[src/rtl/gate_stream_accum_if.sv]
// Stream bundle for gate_stream_accum: input word stream plus registered result handshake.
// out_parity exists only when GATE_STREAM_PARITY_EN is defined.
interface gate_stream_accum_if #(
    parameter int WIDTH = 8,
    parameter int CNT_W = 4
);
    logic [2:0]       op;
    logic             in_valid;
    logic             in_ready;
    logic [WIDTH-1:0] in_data;
    logic             in_last;
    logic             out_valid;
    logic             out_ready;
    logic [WIDTH-1:0] out_data;
    logic [CNT_W-1:0] out_count;
    logic             out_ovf;
`ifdef GATE_STREAM_PARITY_EN
    logic             out_parity;
`endif

    // A word moves when in_valid && in_ready at a rising edge; a result moves
    // when out_valid && out_ready at a rising edge. Neither ready depends on its valid.
    modport master (
        output op, in_valid, in_data, in_last, out_ready,
        input  in_ready, out_valid, out_data, out_count, out_ovf
`ifdef GATE_STREAM_PARITY_EN
        , input out_parity
`endif
    );

    modport slave (
        input  op, in_valid, in_data, in_last, out_ready,
        output in_ready, out_valid, out_data, out_count, out_ovf
`ifdef GATE_STREAM_PARITY_EN
        , output out_parity
`endif
    );
endinterface

[src/rtl/gate_stream_accum.sv]
// Folds a packet of words with a selectable bitwise gate and presents the result, beat count
// and overflow on a registered handshake. Optional out_parity under GATE_STREAM_PARITY_EN.
module gate_stream_accum #(
    parameter int WIDTH = 8,
    parameter int CNT_W = 4
) (
    input  logic                 clk,
    input  logic                 rst_n,
    gate_stream_accum_if.slave   bus,
    output logic [1:0]           o_dbg_state
);
    typedef enum logic [1:0] {
        IDLE  = 2'd0,
        ACCUM = 2'd1,
        HOLD  = 2'd2
    } state_t;

    localparam logic [CNT_W-1:0] CNT_MAX = {CNT_W{1'b1}};
    localparam logic [CNT_W-1:0] CNT_ONE = CNT_W'(1);

    state_t           r_state;
    state_t           w_state_next;
    logic             w_in_ready;
    logic             w_out_valid;
    logic             w_accept;
    logic [2:0]       r_op;
    logic [2:0]       w_op_eff;
    logic [WIDTH-1:0] r_acc;
    logic [WIDTH-1:0] w_acc_next;
    logic [WIDTH-1:0] w_result;
    logic             w_inv;
    logic [WIDTH-1:0] r_out_data;
    logic [CNT_W-1:0] r_count;
    logic             r_ovf;

    assign w_accept = bus.in_valid && w_in_ready;

    always_ff @(posedge clk) begin
        if (!rst_n) r_state <= IDLE;
        else        r_state <= w_state_next;
    end

    always_comb begin
        w_state_next = r_state;
        case (r_state)
            IDLE:    if (w_accept) w_state_next = bus.in_last ? HOLD : ACCUM;
            ACCUM:   if (w_accept && bus.in_last) w_state_next = HOLD;
            HOLD:    if (bus.out_ready) w_state_next = IDLE;
            default: w_state_next = IDLE;
        endcase
    end

    // Ready/valid are pure decodes of the state register, never of out_ready.
    always_comb begin
        w_in_ready  = 1'b0;
        w_out_valid = 1'b0;
        case (r_state)
            IDLE, ACCUM: w_in_ready  = 1'b1;
            HOLD:        w_out_valid = 1'b1;
            default:     ;
        endcase
    end

    // The first beat takes op straight from the port; later beats use the latched copy.
    assign w_op_eff = (r_state == IDLE) ? bus.op : r_op;
    assign w_inv    = (w_op_eff == 3'b011) || (w_op_eff == 3'b100) || (w_op_eff == 3'b101);

    always_comb begin
        w_acc_next = bus.in_data;
        if (r_state != IDLE) begin
            case (r_op)
                3'b001, 3'b100: w_acc_next = r_acc | bus.in_data;
                3'b010, 3'b101: w_acc_next = r_acc ^ bus.in_data;
                3'b110:         w_acc_next = bus.in_data;
                default:        w_acc_next = r_acc & bus.in_data;
            endcase
        end
    end

    assign w_result = w_inv ? ~w_acc_next : w_acc_next;

    always_ff @(posedge clk) begin
        if (!rst_n) begin
            r_op       <= 3'b000;
            r_acc      <= '0;
            r_out_data <= '0;
            r_count    <= '0;
            r_ovf      <= 1'b0;
        end else if (w_accept) begin
            r_acc      <= w_acc_next;
            r_out_data <= w_result;
            if (r_state == IDLE) begin
                r_op    <= bus.op;
                r_count <= CNT_ONE;
                r_ovf   <= 1'b0;
            end else if (r_count == CNT_MAX) begin
                r_ovf   <= 1'b1;
            end else begin
                r_count <= r_count + CNT_ONE;
            end
        end
    end

`ifdef GATE_STREAM_PARITY_EN
    logic r_parity;
    always_ff @(posedge clk) begin
        if (!rst_n)        r_parity <= 1'b0;
        else if (w_accept) r_parity <= ^w_result;
    end
    assign bus.out_parity = r_parity;
`endif

    assign bus.in_ready  = w_in_ready;
    assign bus.out_valid = w_out_valid;
    assign bus.out_data  = r_out_data;
    assign bus.out_count = r_count;
    assign bus.out_ovf   = r_ovf;
    assign o_dbg_state   = r_state;
endmodule

[src/flat_wrapper.sv]
// flat-port wrapper written by rule: the top's interface ports become plain ports
module gate_stream_accum_flat 
#(
    parameter int WIDTH = 8,
    parameter int CNT_W = 4
)
  (clk, rst_n, o_dbg_state, bus_op, bus_in_valid, bus_in_data, bus_in_last, bus_out_ready, bus_in_ready, bus_out_valid, bus_out_data, bus_out_count, bus_out_ovf);
  gate_stream_accum_if #(.WIDTH(WIDTH), .CNT_W(CNT_W)) bus_i ();
  input  logic clk;
  input  logic rst_n;
  output logic [1:0] o_dbg_state;
  input wire logic [$bits(bus_i.op)-1:0] bus_op;
  input wire logic [$bits(bus_i.in_valid)-1:0] bus_in_valid;
  input wire logic [$bits(bus_i.in_data)-1:0] bus_in_data;
  input wire logic [$bits(bus_i.in_last)-1:0] bus_in_last;
  input wire logic [$bits(bus_i.out_ready)-1:0] bus_out_ready;
  output wire logic [$bits(bus_i.in_ready)-1:0] bus_in_ready;
  output wire logic [$bits(bus_i.out_valid)-1:0] bus_out_valid;
  output wire logic [$bits(bus_i.out_data)-1:0] bus_out_data;
  output wire logic [$bits(bus_i.out_count)-1:0] bus_out_count;
  output wire logic [$bits(bus_i.out_ovf)-1:0] bus_out_ovf;
  assign bus_i.op = bus_op;
  assign bus_i.in_valid = bus_in_valid;
  assign bus_i.in_data = bus_in_data;
  assign bus_i.in_last = bus_in_last;
  assign bus_i.out_ready = bus_out_ready;
  assign bus_in_ready = bus_i.in_ready;
  assign bus_out_valid = bus_i.out_valid;
  assign bus_out_data = bus_i.out_data;
  assign bus_out_count = bus_i.out_count;
  assign bus_out_ovf = bus_i.out_ovf;
  gate_stream_accum #(.WIDTH(WIDTH), .CNT_W(CNT_W)) u_core (.clk(clk), .rst_n(rst_n), .bus(bus_i), .o_dbg_state(o_dbg_state));
endmodule
[config.mk]
export PLATFORM = sky130hd
export DESIGN_NAME = gate_stream_accum_flat
export DESIGN_NICKNAME = d
export VERILOG_FILES = /design/src/rtl/gate_stream_accum_if.sv /design/src/rtl/gate_stream_accum.sv /design/src/flat_wrapper.sv
export SDC_FILE = /design/constraint.sdc
export NUM_CORES = 1
export LEC_CHECK = 0
export ABC_AREA = 1
export ABC_CLOCK_PERIOD_IN_PS = 3900
export CAP_MARGIN = 10
export CORE_ASPECT_RATIO = 1.75
export CORE_MARGIN = 3
export CORE_UTILIZATION = 50
export CTS_CLUSTER_SIZE = 10
export DETAILED_ROUTE_END_ITERATION = 6
export DONT_BUFFER_PORTS = 1
export PLACE_DENSITY_LB_ADDON = 0.3
export SYNTH_ARGS = -nofsm -noshare
export SYNTH_HDL_FRONTEND = slang
export SYNTH_SLANG_ARGS = --single-unit
export TNS_END_PERCENT = 10
[constraint.sdc]
create_clock -name clk -period 3.9 [get_ports clk]
set_input_delay 0.195 -clock clk [delete_from_list [all_inputs] [get_ports clk]]
set_output_delay 0.195 -clock clk [all_outputs]
set_load 0.05 [all_outputs]
After elaboration in Yosys (flattened, before gate mapping)
Cells that the tools add are included.

Add/sub/neg operators: 1. Eq/ne operators: 15. Multiplexer cells: 15. Bitwise operators: 4. Reduce and logical (&&, ||, !) cells: 13.

Operators with widths (count): case mux 8 bit (3 select lines) (1); two-way mux 8 bit (2); == test 3 bit (second input constant) (5); AND 8 bit (1); two-way mux 2 bit (4); two-way mux 4 bit (2); inverter 8 bit (1); bitwise OR 8 bit (1); XOR 8 bit (1); == test 3 x 2 -> 1 bit (second input constant) (2); inequality test 2 x 1 -> 1 bit (second input constant) (3); case mux 2 bit (3 select lines) (1); OR reduction 2 bit (3); adder 4 x 1 -> 4 bit (second input constant) (1); == test 4 bit (second input constant) (1); two-way mux 1 bit (4); AND reduction 2 bit (2); nonzero test 2 bit (2); == test 3 x 1 -> 1 bit (second input constant) (1); two-way mux 3 bit (1); AND reduction 3 bit (1); == test 2 x 1 -> 1 bit (second input constant) (1); == test 2 bit (second input constant) (1); logical AND 1 bit (2); other kinds (3) (4).

Flip-flop bits (word level): 26. Input port bits: 16. Output and inout port bits: 17.

Depth between registers and ports, before layout
Gate-level depths: netlist (run 1).

Depth after elaboration: 7. Depth in mapped cells: 11. Gate-level depth less buffers: 10.

Worst setup path after synthesis (run 1)
Ideal clock, no wire load.

Path type: flip-flop to flip-flop. From: register u_core.r_state[1] (netlist: u_core.o_dbg_state[1]). To: register u_core.r_state[1] (netlist: u_core.o_dbg_state[1]). Data arrival time: 2.112 ns. Slack: 1.718 ns. Stages on the path, launching flop included: 5. Clock period less this slack: 2.182 ns. Cells stage by stage: dfxtp_1 inv_1 nor2_1 nand2_1 a21oi_1.

Word-level cells in the longest chain between the ends: 7. Elaborated cells on any way between the ends: 12. Those cells by class: eq/ne (5); mux (2); reduce/logical (5).

Ends and longest elaborated chain: from (decl) (RTL line gate_stream_accum.sv:21) `state_t r_state;`; from (signal assigned) (RTL line gate_stream_accum.sv:40) `else r_state <= w_state_next;`; == test 2 x 1 -> 1 bit / logical NOT 2 bit (equally long branches) (RTL line gate_stream_accum.sv:57) `case (r_state)`; OR reduction 2 bit * (RTL line gate_stream_accum.sv:57); two-way mux 1 bit * (RTL line gate_stream_accum.sv:57); named net bus_in_ready (RTL line flat_wrapper.sv:17) `output wire logic [$bits(bus_i.in_ready)-1:0] bus_in_ready;`; logical AND 1 bit * (RTL line gate_stream_accum.sv:36) `assign w_accept = bus.in_valid && w_in_ready;`; logical AND 1 bit (RTL line gate_stream_accum.sv:47) `ACCUM: if (w_accept && bus.in_last) w_state_next = HOLD;`; inequality test 2 x 1 -> 1 bit (no source line); AND reduction 3 bit (no source line) *.

The timed path passes the listed nets; every way through them passes the cells marked *. A chain may end at the register's enable or synchronous reset.

Worst setup path in the final report (run 1)
From: register u_core.r_state[1] (netlist: u_core.o_dbg_state[1]). To: register u_core.r_count[2] (netlist: u_core.bus.out_count[2]).

Word-level cells in the longest chain between the ends: 5. Elaborated cells on any way between the ends: 8. Those cells by class: eq/ne (2); mux (2); reduce/logical (4).

Ends and longest elaborated chain: == test 2 x 1 -> 1 bit / logical NOT 2 bit (equally long branches) (RTL line gate_stream_accum.sv:57); OR reduction 2 bit * (RTL line gate_stream_accum.sv:57); two-way mux 1 bit * (RTL line gate_stream_accum.sv:57); named net bus_in_ready (RTL line flat_wrapper.sv:17); logical AND 1 bit * (RTL line gate_stream_accum.sv:36); AND reduction 2 bit (no source line) *; to (signal assigned) (RTL line gate_stream_accum.sv:99) `r_count <= r_count + CNT_ONE;`; to (decl) (RTL line gate_stream_accum.sv:33) `logic [CNT_W-1:0] r_count;`.

Marked as above.

==> summary.md, run 1 <==
| Metric | Value |
|---|---|
| Achievable clock frequency | `roughly 0.37 GHz` |
| Number of distinct standard cells referenced by the synthesized netlist | `21` |
| Portion of synthesized cell area occupied by the leading cell type | `29.7%` |
| Pin count of the biggest net entering global routing | `24` |
| Final-report max-slew violation count | `0` |
| Fin nets | `300` |
| Flop2flop setup slack | `1180 ps` |
| Most frequent standard cell in the layout excluding fill and tap cells | `nand2_1` |
| Adder-cell area share of the yosys netlist | `12.1%` |
| Areal power density over the cells | `400 nW/um2` |
| Final Hold Fails | `0` |
| Number of warnings printed during yosys synthesis | `0` |
| Critical path class | `flop to flop` |
| Worst R2R End | `u_core.bus.out_count[2]` |
| WL/cell | `12.7 um` |
| Dominant combinational cell family by area after synthesis | `simple AND/OR/NAND/NOR gates` |
| Initial Utilization | `between 50% and 60%` |
| Total wire length after detailed routing | `3930 um` |
| Post-Syn Area | `between 1500 and 2000 um2` |
| XOR/XNOR share of the synthesized area | `0%` |
| Multi-input gate area in the final layout | `1020 um2` |
| Die height | `84.4 um` |
| Vias per std cell | `5.33` |
| Top cells by area in the synthesized netlist | `dfxtp_1, ha_1, nand2_1` |
| Int Power | `0.000482 W` |
| Level count of the clock H-tree | `1` |
| Sequential share of power | `around 47%` |
| Switching Share | `35.2%` |
| Net switching power | `0.000263 W` |
| Critical Path End Type | `flop` |
| Flip-flop and latch count after synthesis | `26` |
| Logic depth of the worst register-to-register path | `7` |
| Vias in the first global route | `1591` |
| Result of the run | `finished clean` |
| Post-Syn Instances | `266` |
| Detailed router's first-iteration violation count | `36` |
| Final critical-path share of the clock period | `69.7%` |
| First-pass GRT wire length | `just under 7000 um` |
| Hold Startpoint | `rst_n` |
| WHS | `31.5 ps` |
| Final critical path time including I/O delays and setup | `2720 ps` |
| Simple-gate area share of the yosys netlist | `31.1%` |
| Worst slew pin tran | `around 720 ps` |
| Final setup violation count | `0` |
| Setup repair after global routing missed its margin | `false` |
| Number of buffers on the longest clock path | `2` |
| Portion of the post-synthesis area used by sequential elements | `29.7%` |
| Max transition margin | `52.0%` |
| Share of power burned in the clock network | `30.8%` |
| Fillers | `348` |
| Cell count of the worst hold path | `2` |
| Vias after detailed routing | `1648` |
| Setup slack at placement | `1180 ps` |
| Clock-pin slew on the worst setup and hold paths | `about 100 ps` |
| Drt pass-1 iters | `5` |
| Boundary Pins | `33` |
| Chip Width | `50.8 um` |
| Endpoint arrival time on the critical path | `2910 ps` |
| Per-instance average area after synthesis | `6.60 um2` |
| Worst VDD drop | `0.341 mV` |
| Final standard cell utilization of the core | `57.5%` |
| Clock Latency Late Sink | `270 ps` |
| Reg2reg start | `u_core.o_dbg_state[1]` |
| Layout-stage area growth over the synthesis result | `6.20%` |
| Weighted congestion reported at the end of routability-driven placement | `between 0.7 and 0.8` |
| Post-synthesis compound-gate area fraction | `14.8%` |
| Setup Skew | `3.62 ps` |
| Buffers added on ports | `0` |
| TritonCTS clock tree | `built` |
| DRT antenna net count | `0` |
| Total negative slack for setup checks | `0 ps` |
| Critical Path Source Type | `flop` |
| Hold WC Path Type | `input pin to flop` |
| Pleak | `slightly above 0.9 nW` |
| GRT overflow | `0` |
| Fin worst setup slack | `around 1200 ps` |
| Critical path fanouts, max | `23` |
| Clock Root Buffer | `clkbuf_8` |
| Post-Synthesis Net Count | `~300` |
| Clk sink count | `26` |
| Share of post-route cells with drive strength above 1 | `6.77%` |
| Commonest cells after routing, fill and taps aside | `nand2_1, inv_1, nand3_1` |
| Full die area | `4290 um2` |
| HPWL after detailed placement | `2880 um` |
| End of the worst hold path | `u_core.r_acc[6]` |
| Core region area | `3240 um2` |
| Inserted Diodes | `0` |
| Number of clock buffers inserted by TritonCTS | `3` |
| Gate power share | `22.4%` |
| Number of remaining DRC errors | `0` |
| Global-route usage over all layers | `between 20% and 30%` |
| Required time of the critical path | `between 4000 and 5000 ps` |
| Library cell with the largest summed area after synthesis | `dfxtp_1` |
| Reg area | `520 um2` |
| Initial antenna violation count | `0` |
| Max-cap check violation count | `0` |
| Multiplexer share of the synthesized area | `0%` |
| Number of rows in the core area | `27` |
power groups by stage:
stage / Clock, W / Combinational [W] / Sequential [W]
finish: 0.000230 / 0.000167 / 0.000348
global route: 0.000240 / 0.000197 / 0.000351
CTS: 0.000231 / 0.000168 / 0.000349
detailed placement: 0 / 0.000165 / 0.000355
global placement: 0 / 0.000162 / 0.000354
floorplan: 0 / 0.000143 / 0.000350
registers in the layout, indices dropped and copies added (netlist names):
register / cells
u_core.o_dbg_state: 2
u_core.bus.out_count: 4
u_core.r_op: 3
u_core.r_acc: 8
u_core.bus.out_ovf: 1
u_core.bus.out_data: 8
metal layers:
layer / up-vias / global-route usage [%] / wire length (um)
li1: 861 / - / -
met1: 737 / 24.1 / 1630
met2: 48 / 35.8 / 2040
met3: 2 / 3.37 / 230
met4: 0 / 5.15 / 27
met5: - / 0 / 0
worst max-delay path by stage:
stage                     cells past startpoint             startpoint  slack (ps)                      end
after CTS                                     8  u_core.o_dbg_state[1]        1170  u_core.bus.out_count[0]
after global placement                        8  u_core.o_dbg_state[1]        1230  u_core.bus.out_count[0]
after detailed placement                      8  u_core.o_dbg_state[1]        1180  u_core.bus.out_count[0]
after floorplan                               4  u_core.o_dbg_state[1]        1720    u_core.o_dbg_state[1]
final                                         7  u_core.o_dbg_state[1]        1180  u_core.bus.out_count[2]
after global routing                          8  u_core.o_dbg_state[1]         800  u_core.bus.out_count[0]
synthesized netlist by cell type, drive strengths merged:
master,instances
nand2,53
inv,46
nand3,35
nor2,28
a21oi,27
dfxtp,26
ha,17
o21ai,14
o211ai,5
buf,4
clkbuf,3
nand4,3
nor3,3
a311oi,1
and3,1
stage by stage:
step	power [W]	instance area, um2	instances
final	0.000745	1860	309
after global routing	0.000787	1860	309
after CTS	0.000748	1860	309
after detailed placement	0.000520	1770	303
after global placement	0.000516	1770	303
after floorplan	0.000493	1760	266
critical path: stages (launching register included):
cell	delay, ps
dfxtp_1	520
inv_1	480
nand2_1	390
inv_1	600
nand2_1	210
nand2_1	150
a21oi_1	70
a311oi_1	210
layout make-up:
type	count	area share, %
clock buffers	3	2.21
clock inverters	1	1.61
inverters	46	9.26
multi-input cells	187	54.6
flip-flops and latches	26	27.9
well taps	43	2.89
repair buffers	3	1.48
cells by family (layout without fill, tap and decap cells):
logic type,after synthesis,count (layout)
compound gates,47,47
buf+inv,53,53
fa+ha+maj,17,17
simple gates,123,123
flops,26,26
what timing repair did:
action                    CTS  global route
hold endpoints to repair    1             0
hold buffers                2             0
resized for setup           0             0
setup buffers               0             0
Power figures use the tool's default switching activity.
==> run 2: changes to the inputs <==
Settings changed: ABC_CLOCK_PERIOD_IN_PS 3900 to 2650.
Clock period 3.9 ns to 2.65 ns, I/O delays scaled along.
==> run 2 against run 1 <==
Via count up 3.5%. Total power is 50% higher. Hold slack worse by 26 ps. Largest power group unchanged.
==> summary.md, run 2 (same netlist as run 1, synthesis figures left out) <==
| Metric | Value |
|---|---|
| Final critical-path share of the clock period | `60.7% (was 69.7%)` |
| Vias in the first global route | `1607 (was 1591)` |
| Areal power density over the cells | `573 nW/um2 (was 400 nW/um2)` |
| Buffers added on ports | `0 (unchanged)` |
| Flop2flop setup slack | `1040 ps (was 1180 ps)` |
| Layout-stage area growth over the synthesis result | `10.9% (was 6.20%)` |
| Setup repair after global routing missed its margin | `false (unchanged)` |
| Required time of the critical path | `2840 ps (was 4090 ps)` |
| WL/cell | `12.8 um (was 12.7 um)` |
| WHS | `5.99 ps (was 31.5 ps)` |
| Max transition margin | `59.3% (was 52.0%)` |
| Critical Path Source Type | `flop (unchanged)` |
| Post-route standard cell area excluding fillers | `1950 um2 (was 1860 um2)` |
| Number of buffers on the longest clock path | `2 (unchanged)` |
| DRT antenna net count | `0 (unchanged)` |
| Achievable clock frequency | `0.622 GHz (was 0.368 GHz)` |
| Critical Path End Type | `flop (unchanged)` |
| Core region area | `3240 um2 (unchanged)` |
| Setup Skew | `9.00 ps (was 3.62 ps)` |
| Clock-pin slew on the worst setup and hold paths | `100 ps (about the same)` |
| Full die area | `4290 um2 (unchanged)` |
| Global-route usage over all layers | `20.4% (was 20.0%)` |
| Boundary Pins | `33 (unchanged)` |
| Most frequent standard cell in the layout excluding fill and tap cells | `nand2_1 (unchanged)` |
| Pin count of the biggest net entering global routing | `24 (unchanged)` |
| Number of rows in the core area | `27 (unchanged)` |
| Worst slew pin tran | `610 ps (was 719 ps)` |
| Final-report max-slew violation count | `0 (unchanged)` |
| Critical path class | `flop to flop (unchanged)` |
| Pleak | `0.954 nW (was 0.906 nW)` |
| Initial antenna violation count | `0 (unchanged)` |
| Weighted congestion reported at the end of routability-driven placement | `0.803 (was 0.788)` |
| Inserted Diodes | `0 (unchanged)` |
| Level count of the clock H-tree | `1 (unchanged)` |
| Commonest cells after routing, fill and taps aside | `nand2_1, inv_1, nand3_1 (unchanged)` |
| Total negative slack for setup checks | `0 ps (unchanged)` |
| Chip Width | `50.8 um (unchanged)` |
| Initial Utilization | `54.1% (unchanged)` |
| Vias per std cell | `5.35 (was 5.33)` |
| Total wire length after detailed routing | `4090 um (was 3930 um)` |
| Detailed router's first-iteration violation count | `40 (was 36)` |
| Vias after detailed routing | `1706 (was 1648)` |
| Share of post-route cells with drive strength above 1 | `9.06% (was 6.77%)` |
| Final critical path time including I/O delays and setup | `1610 ps (was 2720 ps)` |
| Drt pass-1 iters | `6 (was 5)` |
| Met1 layer usage reported by global route | `22.3% (was 24.1%)` |
| Number of clock buffers inserted by TritonCTS | `3 (unchanged)` |
| Result of the run | `finished clean (unchanged)` |
| GRT overflow | `0 (unchanged)` |
| Die height | `84.4 um (unchanged)` |
| Clock Latency Late Sink | `280 ps (was 270 ps)` |
| Fin nets | `310 (was 300)` |
| Endpoint arrival time on the critical path | `1800 ps (was 2910 ps)` |
| Hold WC Path Type | `input pin to flop (unchanged)` |
| Met3 track demand over resource | `4.09% (was 3.37%)` |
| Final Hold Fails | `0 (unchanged)` |
| Placed cell area | `1830 um2 (was 1770 um2)` |
| Global route hottest layer | `met2 (unchanged)` |
| Worst VDD drop | `0.400 mV (was 0.341 mV)` |
| Met2 track utilization from global routing | `37.6% (was 35.8%)` |
| HPWL after detailed placement | `2980 um (was 2880 um)` |
| Clock Root Buffer | `clkbuf_8 (unchanged)` |
| Critical path fanouts, max | `23 (unchanged)` |
| TritonCTS clock tree | `built (unchanged)` |
| Clk sink count | `26 (unchanged)` |
| First-pass GRT wire length | `6940 um (was 6910 um)` |
| Max-cap check violation count | `0 (unchanged)` |
| Post-CTS sizing | `0 (unchanged)` |
| Final setup violation count | `0 (unchanged)` |
| Number of remaining DRC errors | `0 (unchanged)` |
[run 2: cell count changes in the layout (fill, tap and decap cells not counted), sizes merged]
cell,previous run,this run
buf,1,8
dlygate4sd3,2,5
[run 2: repair_timing]
action,4_1_cts,5_1_grt
endpoints found under the hold margin,14,1
hold buffers,4,1
buffers inserted,0,0
[run 2: area by class of cell]
cell class	count	area, um2
timing repair buffer	13	110
inverter	46	173
clock inverter	1	30.0
sequential	26	520
fill	310	1300
tap	43	53.8
multi-input combinational	187	1020
clock buffer	3	41.3
[run 2: critical path: stages (launching register included)]
cell,delay (ps)
dfxtp_1,350
inv_1,80
nand2_1,50
buf_4,180
inv_1,60
buf_4,230
nand2_1,140
nand2_1,130
a21oi_1,70
a311oi_1,220
[run 2: path summary, 6_finish.rpt]
path | end | cells after the start | from
hold reg to reg | u_core.r_acc[7] | 2 | u_core.r_acc[7]
hold / removal | u_core.r_acc[2] | 2 | rst_n
setup reg to reg | u_core.bus.out_count[2] | 9 | u_core.o_dbg_state[1]
setup / recovery | u_core.bus.out_count[2] | 9 | u_core.o_dbg_state[1]
[run 2: power by group]
group / leakage (nW) / internal, W / switching [W]
Combinational: 0.703 / 0.0000967 / 0.000185
Clock: 0.0357 / 0.000202 / 0.000135
Sequential: 0.215 / 0.000423 / 0.0000723
[run 2: routing by layer]
metal	part of all wire, %	vias up
met5	0	-
met3	5.4	7
met4	1.6	0
met1	40	766
li1	-	882
met2	53	51
[run 2: metrics by stage]
| step | util, % | worst slack (ps) | std cells | total power (W) |
|---|---|---|---|---|
| 3_5_place_dp | 56.3 | 1070 | 310 | 0.000775 |
| 5_1_grt | 60.0 | 856 | 319 | 0.00118 |
| 3_3_place_gp | 56.3 | 1100 | 310 | 0.000772 |
| 6_report | 60.0 | 1040 | 319 | 0.00112 |
| 2_1_floorplan | - | 468 | 266 | 0.000725 |
| 4_1_cts | 59.7 | 1050 | 318 | 0.00112 |
==> run 3: changes to the inputs <==
Settings changed: ABC_CLOCK_PERIOD_IN_PS 2650 to 1450.
Clock period 2.65 ns to 1.45 ns, I/O delays scaled along.
==> run 3 against run 2 <==
The run now ends with negative hold slack left. Setup slack worse by 980 ps. First-iteration DRC count up 98%. Combinational power rose to 2.7 times the previous value. Via count up 9.3%. Critical path depth up 1. Sequential power up 65%. Cell count up 8.8%. Global-route usage up 1.2 points. Routed wire length up 11%. Core utilization up 9.2 points. Total power up 84%. Maximum frequency up 16%. Critical path type unchanged.
==> summary.md, run 3 (same netlist as run 1, synthesis figures left out) <==
| Metric | Value |
|---|---|
| Share of post-route cells with drive strength above 1 | `26.0% (was 9.06%)` |
| CP cell instances | `nor2_4 > nand2_1 > nand2_4 > inv_4 > nand3_1 > nand2_1 > nand3_1 > nand2_1 > nor2_1 > nor2_1 (was inv_1 > nand2_1 > buf_4 > inv_1 > buf_4 > nand2_1 > nand2_1 > a21oi_1 > a311oi_1)` |
| Layout-stage area growth over the synthesis result | `27.9% (was 10.9%)` |
| Pin count of the biggest net entering global routing | `21 (was 24)` |
| Violations in the final reports | `negative hold slack` |
| Endpoint arrival time on the critical path | `1550 ps (was 1800 ps)` |
| Pleak | `1.09 nW (was 0.954 nW)` |
| Most numerous cell on the critical path | `nand2_1 (unchanged)` |
| Result of the run | `finished, violations left (was finished clean)` |
| Initial antenna violation count | `0 (unchanged)` |
| Critical path class | `flop to flop (unchanged)` |
| Final Hold Fails | `3 (was 0)` |
| Core region area | `3240 um2 (unchanged)` |
| DRT antenna net count | `0 (unchanged)` |
| Share of power burned in the clock network | `23.5% (was 30.3%)` |
| HPWL after detailed placement | `3230 um (was 2980 um)` |
| Net switching power | `0.000759 W (was 0.000393 W)` |
| Initial Utilization | `54.1% (unchanged)` |
| Achievable clock frequency | `0.722 GHz (was 0.622 GHz)` |
| Boundary Pins | `33 (unchanged)` |
| Worst slew pin tran | `651 ps (was 610 ps)` |
| Commonest cells after routing, fill and taps aside | `nand2_1, inv_1, nand3_1 (unchanged)` |
| Clock-pin slew on the worst setup and hold paths | `100 ps (about the same)` |
| Weighted congestion reported at the end of routability-driven placement | `0.836 (was 0.803)` |
| Level count of the clock H-tree | `1 (unchanged)` |
| Int Power | `0.00130 W (was 0.000722 W)` |
| Fin nets | `338 (was 310)` |
| Clk sink count | `26 (unchanged)` |
| Inserted Diodes | `0 (unchanged)` |
| Library cell contributing the largest single delay on the critical path | `dfxtp_4 (was dfxtp_1)` |
| WL/cell | `13.1 um (was 12.8 um)` |
| Final standard cell utilization of the core | `69.3% (was 60.0%)` |
| Critical path fanouts, max | `11 (was 23)` |
| Max transition margin | `56.4% (was 59.3%)` |
| Final-report max-slew violation count | `0 (unchanged)` |
| Dpl cells | `333 (was 310)` |
| Number of clock buffers inserted by TritonCTS | `3 (unchanged)` |
| Setup repair after global routing missed its margin | `true (was false)` |
| Global-route usage over all layers | `21.6% (was 20.4%)` |
| Critical Path End Type | `flop (unchanged)` |
| Final setup violation count | `0 (unchanged)` |
| Worst VDD drop | `1.18 mV (was 0.400 mV)` |
| Full die area | `4290 um2 (unchanged)` |
| Detailed router's first-iteration violation count | `79 (was 40)` |
| Sequential share of power | `39.6% (was 44.4%)` |
| TritonCTS clock tree | `built (unchanged)` |
| Number of buffers on the longest clock path | `2 (unchanged)` |
| Drt pass-1 iters | `4 (was 6)` |
| Hold WC Path Type | `input pin to flop (unchanged)` |
| Cell type group with the largest total delay on the critical path | `simple AND/OR/NAND/NOR gates (was buffers and inverters)` |
| Overall power consumption | `0.00205 W (was 0.00112 W)` |
| Clock Latency Late Sink | `270 ps (was 280 ps)` |
| Vias in the first global route | `1719 (was 1607)` |
| Vias after detailed routing | `1864 (was 1706)` |
| Most frequent standard cell in the layout excluding fill and tap cells | `nand2_1 (unchanged)` |
| Die height | `84.4 um (unchanged)` |
| Setup Skew | `8.03 ps (was 9.00 ps)` |
| Areal power density over the cells | `915 nW/um2 (was 573 nW/um2)` |
| Total negative slack for setup checks | `0 ps (unchanged)` |
| GRT overflow | `0 (unchanged)` |
| Number of rows in the core area | `27 (unchanged)` |
| Clock Root Buffer | `clkbuf_8 (unchanged)` |
| Final critical path time including I/O delays and setup | `1380 ps (was 1610 ps)` |
| First-pass GRT wire length | `7390 um (was 6940 um)` |
| Worst path bufs/invs | `1 (was 4)` |
| Vias per std cell | `5.37 (was 5.35)` |
| Switching Share | `36.9% (was 35.2%)` |
| Total wire length after detailed routing | `4540 um (was 4090 um)` |
| Fillers | `301 (was 310)` |
| Post-layout instance count excluding filler cells | `347 (was 319)` |
| Number of remaining DRC errors | `0 (unchanged)` |
| WHS | `-4.60 ps (was 5.99 ps)` |
| CP max stage delay | `380 ps (was 350 ps)` |
| Buffers added on ports | `0 (unchanged)` |
| Gate power share | `36.9% (was 25.3%)` |
| Critical Path Source Type | `flop (unchanged)` |
| Chip Width | `50.8 um (unchanged)` |
| Max-cap check violation count | `0 (unchanged)` |
| Final critical-path share of the clock period | `95.5% (was 60.7%)` |
| Required time of the critical path | `1620 ps (was 2840 ps)` |
==> run 3: cell types whose count changed in the layout (fill, tap and decap cells not counted), moves of 3 or more <==
cell	previous run	this run
buf_4	8	33
nand2_1	48	40
dfxtp_1	26	19
a21oi_1	27	21
a21oi_2	0	6
nand2_2	5	11
dfxtp_2	0	4
inv_1	42	38
dfxtp_4	0	3
nor2_1	26	23
==> run 3: layout make-up <==
class                   instances  area, um2  share of cell area (%)
flip-flops and latches         26        537                    23.9
clock buffers                   4       55.1                    2.45
inverters                      46        179                    7.97
repair buffers                 41        338                    15.0
well taps                      43       53.8                    2.40
multi-input cells             187       1080                    48.2
==> run 3: final timing paths <==
kind                                  to  cells past startpoint  slack (ps)            start
setup / recovery  u_core.bus.out_data[0]                     10          70   u_core.r_op[0]
hold / removal        u_core.bus.out_ovf                      2          -5            rst_n
setup reg to reg  u_core.bus.out_data[0]                     10          70   u_core.r_op[0]
hold reg to reg          u_core.r_acc[6]                      2         490  u_core.r_acc[6]
==> run 3: through the flow <==
step                      area, um2  setup WS, ps
after floorplan                1810         -89.9
after global placement         2040          39.7
after detailed placement       2040          10.0
after CTS                      2160         -5.42
after global routing           2250         -74.1
final                          2250          65.0
==> run 3: per-layer routing <==
metal	global-route usage [%]	up-vias	part of all wire [%]	routed length, um
li1	-	935	-	-
met1	23.4	869	39	1760
met2	40.8	52	55	2490
met3	3.55	8	5.0	227
met4	7.35	0	1.6	72
met5	0	-	0	0
==> run 3: power by group through the flow <==
stage	combinational [W]	clock, W	sequential, W
detailed placement	0.000676	0	0.000830
global route	0.000838	0.000522	0.000822
global placement	0.000668	0	0.000827
floorplan	0.000402	0	0.000944
finish	0.000758	0.000482	0.000815
CTS	0.000698	0.000490	0.000814
==> run 3: worst register-to-register path, delay by kind of cell, from the launching register on <==
kind                   cells  cell delay [ps]
buffers and inverters      1               70
flip-flops                 1              380
AND/OR/NAND/NOR            9              820
==> run 3: timing repair <==
action                                 4_1_cts  5_1_grt
setup endpoints to repair                    3       14
setup buffers                                0        3
hold buffers                                 6        1
resized for setup                            3       15
pin swaps                                    0        5
gates cloned                                 0        0
endpoints found under the hold margin       21       18
